==> config.mk <==
export PLATFORM = sky130hd
export DESIGN_NAME = keypad_scanner
export DESIGN_NICKNAME = d
export VERILOG_FILES = /design/src/rtl/keypad_scanner.sv
export SDC_FILE = /design/constraint.sdc
export NUM_CORES = 1
export LEC_CHECK = 0
export CAP_MARGIN = 20
export CORE_MARGIN = 3
export CORE_UTILIZATION = 25
export CTS_CLUSTER_SIZE = 30
export DETAILED_ROUTE_END_ITERATION = 7
export PLACE_DENSITY = 0.4
export REMOVE_ABC_BUFFERS = 1
export SLEW_MARGIN = 20
export SYNTH_ARGS = -nofsm -noshare
export SYNTH_HDL_FRONTEND = slang
export SYNTH_SLANG_ARGS = --single-unit
==> constraint.sdc <==
create_clock -name clk -period 4.2 [get_ports clk]
set_input_delay 0.84 -clock clk [delete_from_list [all_inputs] [get_ports clk]]
set_output_delay 0.84 -clock clk [all_outputs]
set_load 0.005 [all_outputs]
==> src/rtl/keypad_scanner.sv <==
// 4x4 active-low key matrix scanner with per-strobe debounce
// and a valid/ack key handshake with a sticky overrun flag.
module keypad_scanner #(
  parameter int DEBOUNCE_SCANS = 4
) (
  input  logic       clk,
  input  logic       reset,
  input  logic       scan_en,
  input  logic [3:0] col_in,
  input  logic       key_ack,
  output logic [3:0] row_out,
  output logic [3:0] key_code,
  output logic       key_valid,
  output logic       key_down,
  output logic       overrun
);

  typedef enum logic [1:0] {
    SCAN,
    DEBOUNCE,
    HELD,
    RELEASE
  } state_t;

  localparam logic [3:0] NCNT = 4'(DEBOUNCE_SCANS);

  logic [3:0] sync1;
  logic [3:0] sync2;
  state_t     state;
  state_t     state_n;
  logic [1:0] row;
  logic [1:0] row_n;
  logic [1:0] col;
  logic [1:0] col_n;
  logic [3:0] cnt;
  logic [3:0] cnt_n;
  logic [3:0] cnt_inc;
  logic       latch;
  logic       any_low;
  logic [1:0] low_col;
  logic       col_hi;

  assign row_out = ~(4'b0001 << row);
  assign any_low = ~&sync2;
  assign col_hi  = sync2[col];
  assign cnt_inc = cnt + 4'd1;

  // lowest-index low column wins when several are pressed
  always_comb begin
    low_col = 2'd0;
    if (!sync2[0])      low_col = 2'd0;
    else if (!sync2[1]) low_col = 2'd1;
    else if (!sync2[2]) low_col = 2'd2;
    else if (!sync2[3]) low_col = 2'd3;
  end

  always_comb begin
    state_n = state;
    row_n   = row;
    col_n   = col;
    cnt_n   = cnt;
    latch   = 1'b0;
    unique case (state)
      SCAN: begin
        if (scan_en) begin
          if (any_low) begin
            col_n = low_col;
            cnt_n = 4'd1;
            if (NCNT == 4'd1) begin
              latch   = 1'b1;
              state_n = HELD;
            end else begin
              state_n = DEBOUNCE;
            end
          end else begin
            row_n = row + 2'd1;
          end
        end
      end
      DEBOUNCE: begin
        if (scan_en) begin
          if (!col_hi) begin
            cnt_n = cnt_inc;
            if (cnt_inc == NCNT) begin
              latch   = 1'b1;
              state_n = HELD;
            end
          end else begin
            state_n = SCAN;
            row_n   = row + 2'd1;
          end
        end
      end
      HELD: begin
        if (scan_en && col_hi) begin
          cnt_n = 4'd1;
          if (NCNT == 4'd1) begin
            state_n = SCAN;
            row_n   = row + 2'd1;
          end else begin
            state_n = RELEASE;
          end
        end
      end
      RELEASE: begin
        if (scan_en) begin
          if (col_hi) begin
            cnt_n = cnt_inc;
            if (cnt_inc == NCNT) begin
              state_n = SCAN;
              row_n   = row + 2'd1;
            end
          end else begin
            state_n = HELD;
          end
        end
      end
      default: state_n = SCAN;
    endcase
  end

  always_ff @(posedge clk or posedge reset) begin
    if (reset) begin
      sync1     <= 4'b1111;
      sync2     <= 4'b1111;
      state     <= SCAN;
      row       <= 2'd0;
      col       <= 2'd0;
      cnt       <= 4'd0;
      key_code  <= 4'd0;
      key_valid <= 1'b0;
      key_down  <= 1'b0;
      overrun   <= 1'b0;
    end else begin
      sync1    <= col_in;
      sync2    <= sync1;
      state    <= state_n;
      row      <= row_n;
      col      <= col_n;
      cnt      <= cnt_n;
      key_down <= (state == HELD) || (state == RELEASE);
      // an ack in the latch clock frees the slot for the new key
      if (latch) begin
        if (!key_valid || key_ack) begin
          key_code  <= {row, col_n};
          key_valid <= 1'b1;
        end else begin
          overrun <= 1'b1;
        end
      end else if (key_ack && key_valid) begin
        key_valid <= 1'b0;
        overrun   <= 1'b0;
      end
    end
  end

endmodule

# [Word-level counts from Yosys, hierarchy flattened]
# Cells that the tools add are included.
# W data, S select, Z words.
[word_totals] word_cells=92 output_inout_bits=11 inputBits=8 reg_bits=25
[op_classes] eq_ne=18 shift=1 bitwise=1 muxes=44 addsub=2 order_cmp=1 reduce_logical=15
[ops] operator="$mux W2" n=23
[ops] operator="$mux W4" n=7
[ops] operator="$ne A2 B2 Y1 const B" n=11
[ops] operator="$pmux W4 S4" n=1
[ops] operator="$reduce_and A7 Y1" n=2
[ops] operator="$mux W1" n=10
[ops] operator="$pmux W2 S4" n=1
[ops] operator="$reduce_and A8 Y1" n=1
[ops] operator="$ne A3 B3 Y1 const B" n=2
[ops] operator="$pmux W2 S3" n=1
[ops] operator="$reduce_and A2 Y1" n=3
[ops] operator="$add A4 B1 Y4 const B" n=1
[ops] operator="$eq A2 B2 Y1 const B" n=2
[ops] operator="$eq A4 B3 Y1 const B" n=1
[ops] operator="$not A4 Y4" n=1
[ops] operator="$reduce_and A4 Y1" n=1
[ops] operator="$shl A1 B2 Y4 const A" n=1
[ops] operator="$lt A2 B3 Y1 const B" n=1
[ops] operator="$reduce_bool A3 Y1" n=1
[ops] operator="$add A2 B1 Y2 const B" n=1
[ops] operator="$bmux W1 S2" n=1
[ops] operator="$eq A2 B1 Y1 const B" n=1
[ops] operator="$logic_and A1 B1 Y1" n=2
[ops] operator="$logic_not A2 Y1" n=1
[ops] operator="other kinds (4)" n=5

# [Depth between registers and ports, before layout]
[logic_depth] word_depth=8 mapped_depth=6 mapped_depth_nobuf=6

# [Least setup slack after synthesis]
# OpenSTA, ideal clock, no wires.
[synth_timing] kind="input to register" start="input port scan_en" end="register key_code[0]" path_slack_ps=2143 n_path_buf=0 setup_ps=125 required_ps=4075 stages=4 t_arrival_ps=1932 path_cell_list="or2b_2 nand3b_1 a21oi_2 mux2_2"
[synth_via] elab_chain_cells=3 word_cells_on_any_way=5 classes_between="4 x mux; 1 x reduce/logical"
[synth_rtl] element="from (decl)" line_no="8" rtl="input logic scan_en,"
[synth_rtl] element="$mux W1" line_no="81" rtl="if (scan_en) begin"
[synth_rtl] element="$mux W1" line_no="63" rtl="unique case (state)"
[synth_rtl] element="$reduce_and A2 Y1 (no line)"
[synth_rtl] element="to (signal assigned)" line_no="145" rtl="key_code <= {row, col_n};"
[synth_rtl] element="to (decl)" line_no="12" rtl="output logic [3:0] key_code,"
# Several ways; a longest one is shown, not always the timed one.
# A chain may end at the register's enable or synchronous reset.

# [Worst setup path after layout]
[layout_timing] start="input port scan_en" end="register key_code[3]"
[layout_via] elab_chain_cells=3
[layout_rtl] element="$mux W1" line_no="81"
[layout_rtl] element="$mux W1" line_no="63"
[layout_rtl] element="$reduce_and A2 Y1 (no line)"
# Every way passes these cells.

==> reports/qor.yml <==
yosys.area_share.simple_pct: 9.55
synth_top_area_cell: "dfrtp_1"
yosysWarnings: 0
peakVddDrop_mv: 0.219
vias: 742
clkTransAtPathRegs_ps: 90
core_um2: 4470
fill_cells: 460
async_flop_share_pct: 100
synth_edf_count: 0
hold_depth: 0
p_leak_nw: 0.639
grt_pass1_vias: 715
timing.final.crit_share_pct: 61.1
hpwl_um: 1550
synthMostInstantiatedCell: "dfrtp_1"
final.min_clock_period_ps: 2570
initial_core_util_pct: 26.6
setup_tns_ps: 0
path_class: "primary input to flop"
required_ps: 4360
synthXorXnorAreaFrac_pct: 0.735
synth_adder_area_share_pct: 5.25
finalMaxSlewViolations: 0
drive_gt1_share_pct: 25.2
cp_max_fo: 7
clkPwrFrac_pct: 16.5
synth_cells: 98
cts_made_buffers: 3
antenna_left: 0
power_frac_seq_pct: 42.5
post-place-ws_ps: 1320
grt_pass1_wl_um: 3480
arrival_ps: 2730
power_mw: 0.902
clock-sinks: 25
ys_top_cells_by_count: "dfrtp_1, inv_1, dfstp_2, nand2_1, mux2_2"
io-pin-count: 19
syn_to_final_growth_pct: 25.5
hold_class: "flop to flop"
grt_max_degree: 26
antenna_found_initial: 0
ctsResizeCount: 0
wl_per_cell_um: 12.3
htreeDepth: 1
grt_overflow: 0
power_frac_comb_pct: 41.0
drt_iter0_markers: 28
fin_skew_ps: 4.83
end_kind: "flop"
track_usage_pct: 8.26
chipWidth_um: 75.1
die_area_um2: 5630
fmax_mhz: 389
gp_congestion: 0.788
synth_top_family_by_area: "compound AO/OA/AOI/OAI gates"
die_h_um: 75.1
postCtsSetupRepairBufs: 0
syn_area_um2: 1190
ys.flop_type: "dfrtp_1"
tightest_slew_ps: 549
root_buffer: "clkbuf_8"
slew_headroom_pct: 63.1
synthTopCellsByArea: "dfrtp_1, dfstp_2, mux2_2"
ys_types: 33
n_antenna_cell: 0
rows: 24
power_density_nw_per_um2: 603
p_sw_share_pct: 33.3
portBuffers: 18
outcome: "finished, final reports clean"
cts_tree: "done"
routed_wl_um: 2110
synth_top_area_share_pct: 35.7
rsz0062_at_grt: "false"
finalSetupViolations: 0
hold_violations: 0
yosysSeqAreaShare_pct: 53.3
start_kind: "primary input"
fin_ws_ps: 1630
p_switching_mw: 0.301
synth_mux_area_share_pct: 13.0
synth_compound_area_share_pct: 13.1
rr_worst_depth: 5
max_cap_viol_count: 0
dr.pass1.iters: 4
drc_errors: 0
nNetsFinal: 133
cts.path.max_buffers: 2
vias_per_cell: 4.34
hold_buffers: 0
p_int_mw: 0.601
syn_avg_cell_area_um2: 12.2
clock_latency_ps: 270
ys_seq_elements: 25
==> cell usage in the layout (no fill, tap or decap), types with 3 or more instances in the layout <==
cell type,instances
a21oi_1,4
clkbuf_8,3
clkdlybuf4s50_1,18
dfrtp_1,17
dfstp_2,8
ha_1,5
inv_1,11
mux2_2,6
mux2_4,3
nand2_1,7
nand3_1,3
nor2_1,5
o21ai_0,3
==> per-layer routing <==
| metal | share of wire (%) | wire length (um) | track usage (%) | vias up |
|---|---|---|---|---|
| met4 | 0.62 | 13 | 1.78 | 0 |
| met3 | 3.5 | 73 | 2.80 | 2 |
| li1 | - | - | - | 370 |
| met1 | 50 | 1050 | 11.8 | 357 |
| met5 | 0 | 0 | 0 | - |
| met2 | 46 | 974 | 12.1 | 13 |
==> cell families (layout without fill, tap and decap cells) <==
logic type	count (synthesis)	in the layout
XOR/XNOR	1	1
adder cells (fa/ha/maj)	5	5
buffers and inverters	14	35
flip-flops	25	25
AO/OA/AOI/OAI	18	18
AND/OR/NAND/NOR	23	23
multiplexers	12	12
==> through the flow <==
step	hold slack, ps	utilization (%)	area, um2	std cells
after global placement	346	31.8	1420	166
final	360	33.4	1500	171
after detailed placement	347	31.8	1420	166
after global routing	364	33.4	1500	171
after floorplan	345	-	1180	96
after CTS	361	32.9	1470	170
==> registers in the layout, summed over array words and instances, names as in the netlist, named ones only <==
signal,count
cnt,4
key_code,4
sync1,4
sync2,4
col,2
row,2
key_down,1
key_valid,1
overrun,1
state,1
==> path summary, 6_finish.rpt <==
path	to	start	slack, ps
hold reg to reg	sync2[0]	sync1[0]	360
hold / removal	sync2[0]	sync1[0]	360
setup reg to reg	key_code[3]	col[1]	2210
max in group asynchronous	sync1[0]	reset	2970
min in group asynchronous	key_code[0]	reset	760
setup / recovery	key_code[3]	scan_en	1630
==> power groups by stage <==
stage	clock [mW]	combinational, mW	sequential (mW)
2_1_floorplan	0	0.248	0.374
6_report	0.149	0.370	0.383
3_5_place_dp	0	0.374	0.390
5_1_grt	0.165	0.413	0.401
3_3_place_gp	0	0.367	0.390
4_1_cts	0.157	0.376	0.385
==> cell type report <==
| class | instances | area [um2] | share of cell area [%] |
|---|---|---|---|
| timing repair buffer | 19 | 205 | 13.7 |
| tap | 52 | 65.1 | 4.35 |
| inverter | 12 | 45.0 | 3.01 |
| clock inverter | 1 | 7.51 | 0.502 |
| sequential | 25 | 636 | 42.5 |
| clock buffer | 3 | 41.3 | 2.76 |
| multi-input combinational | 59 | 497 | 33.2 |
==> worst max-delay path, cell delays in order <==
cell	delay [ps]
clkdlybuf4s50_1	610
or2b_2	380
nand3b_1	270
a21oi_2	270
mux2_2	360
(Power assumes the default switching activity.)
